**config.mk**
```make
export PLATFORM = sky130hd
export DESIGN_NAME = rr_decoder_arbiter_flat
export DESIGN_NICKNAME = d
export VERILOG_FILES = /design/src/rtl/rr_decoder_arbiter_pkg.sv /design/src/rtl/rr_decoder_arbiter_if.sv /design/src/rtl/rr_decoder_arbiter_decoder_4to16_en.sv /design/src/rtl/rr_decoder_arbiter.sv /design/src/flat_wrapper.sv
export SDC_FILE = /design/constraint.sdc
export NUM_CORES = 1
export LEC_CHECK = 0
export CORE_MARGIN = 3
export CORE_UTILIZATION = 45
export CTS_CLUSTER_SIZE = 14
export DETAILED_ROUTE_END_ITERATION = 10
export PLACE_DENSITY_LB_ADDON = 0.12
export SYNTH_ARGS = -nofsm -noshare
export SYNTH_HDL_FRONTEND = slang
export SYNTH_SLANG_ARGS = --single-unit
```
**constraint.sdc**
```tcl
create_clock -name clk -period 7.86 [get_ports clk]
set_input_delay 0.786 -clock clk [delete_from_list [all_inputs] [get_ports clk]]
set_output_delay 0.786 -clock clk [all_outputs]
set_load 0.05 [all_outputs]
```
**src/rtl/rr_decoder_arbiter_pkg.sv**
```systemverilog
// Shared types, sizes and helper functions for the round-robin grant arbiter.
// Holds the state encoding, the rotating priority pick and the 3-to-8 decode.
package rr_decoder_arbiter_pkg;

   localparam int NUM_REQ = 16;
   localparam int IDX_W   = 4;

   typedef enum logic {
      IDLE  = 1'b0,
      GRANT = 1'b1
   } state_e;

   // First set request at or after last_ptr+1, wrapping 15->0.
   function automatic logic [IDX_W-1:0] rr_pick(input logic [NUM_REQ-1:0] req,
                                                input logic [IDX_W-1:0]   last_ptr);
      logic [2*NUM_REQ-1:0] dbl;
      logic [NUM_REQ-1:0]   rot;
      logic [IDX_W-1:0]     start;
      logic [IDX_W-1:0]     off;
      start = last_ptr + 4'd1;
      dbl   = {req, req} >> start;
      rot   = dbl[NUM_REQ-1:0];
      off   = 4'd0;
      for (int i = NUM_REQ - 1; i >= 0; i--) begin
         if (rot[i]) begin
            off = IDX_W'(i);
         end else begin
            off = off;
         end
      end
      return start + off;
   endfunction

   function automatic logic [7:0] dec3to8(input logic [2:0] sel);
      return 8'h01 << sel;
   endfunction

endpackage

```
**src/rtl/rr_decoder_arbiter_if.sv**
```systemverilog
// Request/grant bundle between the requesters and the round-robin arbiter.
import rr_decoder_arbiter_pkg::*;

interface rr_decoder_arbiter_if;
   logic               en_n;
   logic [NUM_REQ-1:0] req;
   logic               gnt_valid;
   logic [IDX_W-1:0]   gnt_idx;
   logic [NUM_REQ-1:0] gnt_onehot;
   logic               timeout_pulse;
   logic               busy;

   modport master (
      output en_n, req,
      input  gnt_valid, gnt_idx, gnt_onehot, timeout_pulse, busy
   );

   modport slave (
      input  en_n, req,
      output gnt_valid, gnt_idx, gnt_onehot, timeout_pulse, busy
   );
endinterface

```
**src/rtl/rr_decoder_arbiter_decoder_4to16_en.sv**
```systemverilog
// 4-to-16 one-hot decoder with active-low enable, built from two 3-to-8 halves
// selected by the index MSB.
module decoder_4to16_en
   import rr_decoder_arbiter_pkg::*;
(
   input  logic [IDX_W-1:0]   idx,
   input  logic               en_n,
   output logic [NUM_REQ-1:0] onehot
);

   logic [7:0] lo_s;
   logic [7:0] hi_s;

   // Route the 3-to-8 decode to the half picked by idx[3].
   always_comb begin
      lo_s = 8'h00;
      hi_s = 8'h00;
      if (!en_n) begin
         if (idx[3]) begin
            hi_s = dec3to8(idx[2:0]);
         end else begin
            lo_s = dec3to8(idx[2:0]);
         end
      end else begin
         lo_s = 8'h00;
         hi_s = 8'h00;
      end
   end

   assign onehot = {hi_s, lo_s};

endmodule

```
**src/rtl/rr_decoder_arbiter.sv**
```systemverilog
// Round-robin arbiter for 16 requesters with hold limit and a one-cycle
// turnaround between owners; the one-hot grant comes from the registered index.
module rr_decoder_arbiter
   import rr_decoder_arbiter_pkg::*;
#(
   parameter int unsigned MAX_HOLD = 64,
   parameter int unsigned HOLD_W   = 7
) (
   input  logic                 clk,
   input  logic                 rst,
   rr_decoder_arbiter_if.slave  bus
);

   localparam logic [HOLD_W-1:0] HOLD_LAST = (MAX_HOLD == 0) ? '0 : HOLD_W'(MAX_HOLD - 1);

   state_e             state_r, state_nxt_s;
   logic               gnt_valid_r, gnt_valid_nxt_s;
   logic [IDX_W-1:0]   gnt_idx_r, gnt_idx_nxt_s;
   logic [IDX_W-1:0]   last_ptr_r, last_ptr_nxt_s;
   logic [HOLD_W-1:0]  hold_cnt_r, hold_cnt_nxt_s;
   logic               timeout_r, timeout_nxt_s;
   logic               busy_r;
   logic               owner_req_s;
   logic               hold_lim_s;
   logic               dec_en_n_s;

   assign owner_req_s = bus.req[gnt_idx_r];
   assign hold_lim_s  = (MAX_HOLD != 0) && (hold_cnt_r == HOLD_LAST);

   // Next-state and next-output decisions for the IDLE/GRANT controller.
   always_comb begin
      state_nxt_s     = state_r;
      gnt_valid_nxt_s = gnt_valid_r;
      gnt_idx_nxt_s   = gnt_idx_r;
      last_ptr_nxt_s  = last_ptr_r;
      hold_cnt_nxt_s  = hold_cnt_r;
      timeout_nxt_s   = 1'b0;
      case (state_r)
         IDLE: begin
            if (!bus.en_n && (|bus.req)) begin
               state_nxt_s     = GRANT;
               gnt_valid_nxt_s = 1'b1;
               gnt_idx_nxt_s   = rr_pick(bus.req, last_ptr_r);
               hold_cnt_nxt_s  = '0;
            end else begin
               gnt_valid_nxt_s = 1'b0;
               gnt_idx_nxt_s   = 4'd0;
               hold_cnt_nxt_s  = '0;
            end
         end
         GRANT: begin
            if (!owner_req_s || hold_lim_s) begin
               // A simultaneous drop and hold limit counts as a normal release.
               state_nxt_s     = IDLE;
               gnt_valid_nxt_s = 1'b0;
               gnt_idx_nxt_s   = 4'd0;
               last_ptr_nxt_s  = gnt_idx_r;
               hold_cnt_nxt_s  = '0;
               timeout_nxt_s   = hold_lim_s && owner_req_s;
            end else if (hold_cnt_r != {HOLD_W{1'b1}}) begin
               hold_cnt_nxt_s  = hold_cnt_r + HOLD_W'(1);
            end else begin
               hold_cnt_nxt_s  = hold_cnt_r;
            end
         end
         default: begin
            state_nxt_s     = IDLE;
            gnt_valid_nxt_s = 1'b0;
            gnt_idx_nxt_s   = 4'd0;
            hold_cnt_nxt_s  = '0;
         end
      endcase
   end

   // State and output registers with synchronous reset.
   always_ff @(posedge clk) begin
      if (rst) begin
         state_r     <= IDLE;
         gnt_valid_r <= 1'b0;
         gnt_idx_r   <= 4'd0;
         last_ptr_r  <= 4'd15;
         hold_cnt_r  <= '0;
         timeout_r   <= 1'b0;
         busy_r      <= 1'b0;
      end else begin
         state_r     <= state_nxt_s;
         gnt_valid_r <= gnt_valid_nxt_s;
         gnt_idx_r   <= gnt_idx_nxt_s;
         last_ptr_r  <= last_ptr_nxt_s;
         hold_cnt_r  <= hold_cnt_nxt_s;
         timeout_r   <= timeout_nxt_s;
         busy_r      <= (state_nxt_s == GRANT);
      end
   end

   assign dec_en_n_s = ~gnt_valid_r;

   decoder_4to16_en u_dec (
      .idx    (gnt_idx_r),
      .en_n   (dec_en_n_s),
      .onehot (bus.gnt_onehot)
   );

   assign bus.gnt_valid     = gnt_valid_r;
   assign bus.gnt_idx       = gnt_idx_r;
   assign bus.timeout_pulse = timeout_r;
   assign bus.busy          = busy_r;

endmodule

```
**src/flat_wrapper.sv**
```systemverilog
// flat-port wrapper written by rule: the top's interface ports become plain ports
module rr_decoder_arbiter_flat import rr_decoder_arbiter_pkg::*;
#(
   parameter int unsigned MAX_HOLD = 64,
   parameter int unsigned HOLD_W   = 7
)
  (clk, rst, bus_en_n, bus_req, bus_gnt_valid, bus_gnt_idx, bus_gnt_onehot, bus_timeout_pulse, bus_busy);
  rr_decoder_arbiter_if bus_i ();
  input  logic clk;
  input  logic rst;
  input wire logic [$bits(bus_i.en_n)-1:0] bus_en_n;
  input wire logic [$bits(bus_i.req)-1:0] bus_req;
  output wire logic [$bits(bus_i.gnt_valid)-1:0] bus_gnt_valid;
  output wire logic [$bits(bus_i.gnt_idx)-1:0] bus_gnt_idx;
  output wire logic [$bits(bus_i.gnt_onehot)-1:0] bus_gnt_onehot;
  output wire logic [$bits(bus_i.timeout_pulse)-1:0] bus_timeout_pulse;
  output wire logic [$bits(bus_i.busy)-1:0] bus_busy;
  assign bus_i.en_n = bus_en_n;
  assign bus_i.req = bus_req;
  assign bus_gnt_valid = bus_i.gnt_valid;
  assign bus_gnt_idx = bus_i.gnt_idx;
  assign bus_gnt_onehot = bus_i.gnt_onehot;
  assign bus_timeout_pulse = bus_i.timeout_pulse;
  assign bus_busy = bus_i.busy;
  rr_decoder_arbiter #(.MAX_HOLD(MAX_HOLD), .HOLD_W(HOLD_W)) u_core (.clk(clk), .rst(rst), .bus(bus_i));
endmodule
```
==> run metrics <==
post-route cell area 2660 sq um; worst slack, placed 3.27 ns; Filler Cells Inserted 401; top-level I/O count 42; cell area after synthesis 2200 sq um; FF-to-FF setup slack 3.22 ns; Slew Viols, Final 0; Min-Delay Path Depth 2; port bufs 41; Setup Skew 0.00546 ns; setup_tns 0 ns; GP Congestion 0.837; f_max 216 MHz; cts repair resizes 0; RSZ-0062 raised after global routing no; Worst VDD drop 145 uV; EDFF count, synth 0; top-count cell post-synth mux2i_1; diode count 0; Final Hold Vio Count 0; min setup slack post-route 3.22 ns; drt wl/cell 16.3 um; Crit Path Category flip-flop to flip-flop; WP data required 7.99 ns; vias in the first global route 1,839; non-filler cells, final 327; critical path capture point type flip-flop; total CTS buffers 3; number of max-cap violations 0; vias per cell 5.96; FFs w/ async S/R, synth 0%; Worst-Skew Late Latency 0.25 ns; gr usage total 18.8%; DR iter-0 viols 102; worst path arrival time 4.77 ns; Worst R2R Path Depth 14; Slew HR 26.2%; Synth Net Count 252; post-synthesis sequential area ratio 16.4%; Synth top area share 16.4%; Clock Tree Root clkbuf_8; hold buffer count at CTS 0; HPWL Detailed 4140 um; area of the die 5770 sq um; final core utilization 58.7%; min Tclk post-route 4.64 ns; die height 76.0 um; TritonCTS clock tree built; Starting Density 48.6%; Fin Hold WS 0.509 ns; syn_area_per_cell 9.70 sq um; Synth warnings 0; Cell Area, Placed 2610 sq um; Core Box Area 4530 sq um; Final Setup Violations 0; #FFs+latches synth 18; fin crit share 59.0%; final net count 288; post-synthesis cell type count 50; Yosys top cell by area dfxtp_1; CP Max Fanout 22; status finished clean; dpl cells 323; total wire length 5340 um; clock transition at the registers of the reported paths 0.07 ns; number of iterations in the first detailed-routing pass 4; Total Power 1.09 mW; first-pass GRT wire length 9150 um; Vias 1,950; Syn Inst Count 227; row count 24; Lkg Pwr 1.00 nW; largest net degree at the start of global routing 23; Synth area leaders dfxtp_1, mux4_1, mux2i_1; layout cells sized above 1 9.54%; commonest cells in the synthesized netlist mux2i_1, nand2_1, nor2_1, dfxtp_1, mux4_1; CTS Buffer Depth 2; Slew @ Worst Pin 1.10 ns; Top FF cell, synth dfxtp_1; drt drc 0; pwr dens 410 nW/um^2; DRT antenna net count 0; Post-CTS Setup Inserts 0; H-tree depth 1; die width 76.0 um; CP startpoint kind flip-flop; Clock Sinks 18; GRT overflow 0; initial antenna violation count 0; Area Overhead vs Synth 21.0%; Min-Delay Path Class flip-flop to flip-flop
cell usage in the layout, fill, tap and decap left out, types with 2 or more instances in the layout:
cell,Yosys,final
nor2_1,20,20
inv_1,10,10
a211o_1,2,2
o22ai_1,3,3
nor3_1,6,6
nand3_1,11,11
nor2b_1,4,4
nor4_1,4,4
xnor2_1,5,5
mux2_4,2,2
mux2i_1,26,26
nand2_1,21,21
a32oi_1,2,2
a21oi_1,6,6
nand4_1,4,4
clkdlybuf4s50_1,0,41
o21ai_0,3,3
mux4_2,9,9
mux4_1,12,12
ha_1,5,5
nand2b_1,7,7
a21o_1,3,3
o21a_1,3,3
nor3b_1,2,2
and3_1,2,2
clkbuf_8,1,4
a31oi_1,2,2
xor2_1,3,3
and2_1,2,2
mux2_2,5,5
dfxtp_1,18,18
flip-flops by register name, summed over array words and instances, names as in the netlist:
register / cells
u_core.hold_cnt_r: 7
u_core.bus.gnt_idx: 4
u_core.bus.gnt_valid: 1
u_core.last_ptr_r: 4
u_core.bus.timeout_pulse: 1
u_core.state_r: 1
worst max-delay path, cell delays in order, from the launching register on:
cell and delay (ns):
dfxtp_1 0.69, ha_1 0.90, mux4_1 0.67, mux2i_1 0.28, mux2_2 0.24, nand2b_1 0.07, or3_1 0.31, a31oi_1 0.23
a21o_1 0.12, ha_1 0.21, a21o_1 0.17, a21oi_1 0.17, xnor2_1 0.10, xnor2_1 0.22, o22ai_1 0.11
power by group:
| group | switching [mW] | total [mW] | internal (mW) | leakage [nW] |
|---|---|---|---|---|
| logic | 0.474 | 0.874 | 0.400 | 0.826 |
| clock network | 0.0312 | 0.0757 | 0.0445 | 0.0288 |
| registers | 0.0356 | 0.143 | 0.107 | 0.146 |
routing by layer:
metal	global-route usage (%)	part of all wire [%]	vias up
li1	-	-	953
met1	28.4	49	917
met2	28.3	44	78
met3	3.67	5.9	2
met4	3.26	0.86	0
met5	0	0	-
cell families after synthesis:
kind of cell,count (synthesis),share of synthesized area (%)
buffers and inverters,21,5.74
XOR/XNOR,10,5.17
multiplexers,54,39.3
flip-flops,18,16.4
AO/OA/AOI/OAI,30,9.72
AND/OR/NAND/NOR,88,20.0
adder cells (fa/ha/maj),6,3.75
final timing paths:
path                                                         from                                 end
worst max-delay path            u_core.last_ptr_r[0]$_SDFFE_PP1P_  u_core.bus.gnt_idx[3]$_SDFFE_PP0P_
worst min-delay path            u_core.hold_cnt_r[1]$_SDFFE_PP0P_   u_core.hold_cnt_r[1]$_SDFFE_PP0P_
worst max register to register  u_core.last_ptr_r[0]$_SDFFE_PP1P_  u_core.bus.gnt_idx[3]$_SDFFE_PP0P_
worst min register to register  u_core.hold_cnt_r[1]$_SDFFE_PP0P_   u_core.hold_cnt_r[1]$_SDFFE_PP0P_
area by class of cell:
type / instances / area (sq um) / area share [%]
Multi-Input combinational cell: 188 / 1720 / 64.4
Sequential cell: 18 / 360 / 13.5
Inverter: 11 / 41.3 / 1.55
Clock buffer: 4 / 55.1 / 2.07
Timing Repair Buffer: 41 / 410 / 15.4
Tap cell: 65 / 81.3 / 3.05
(Power assumes the default switching activity.)
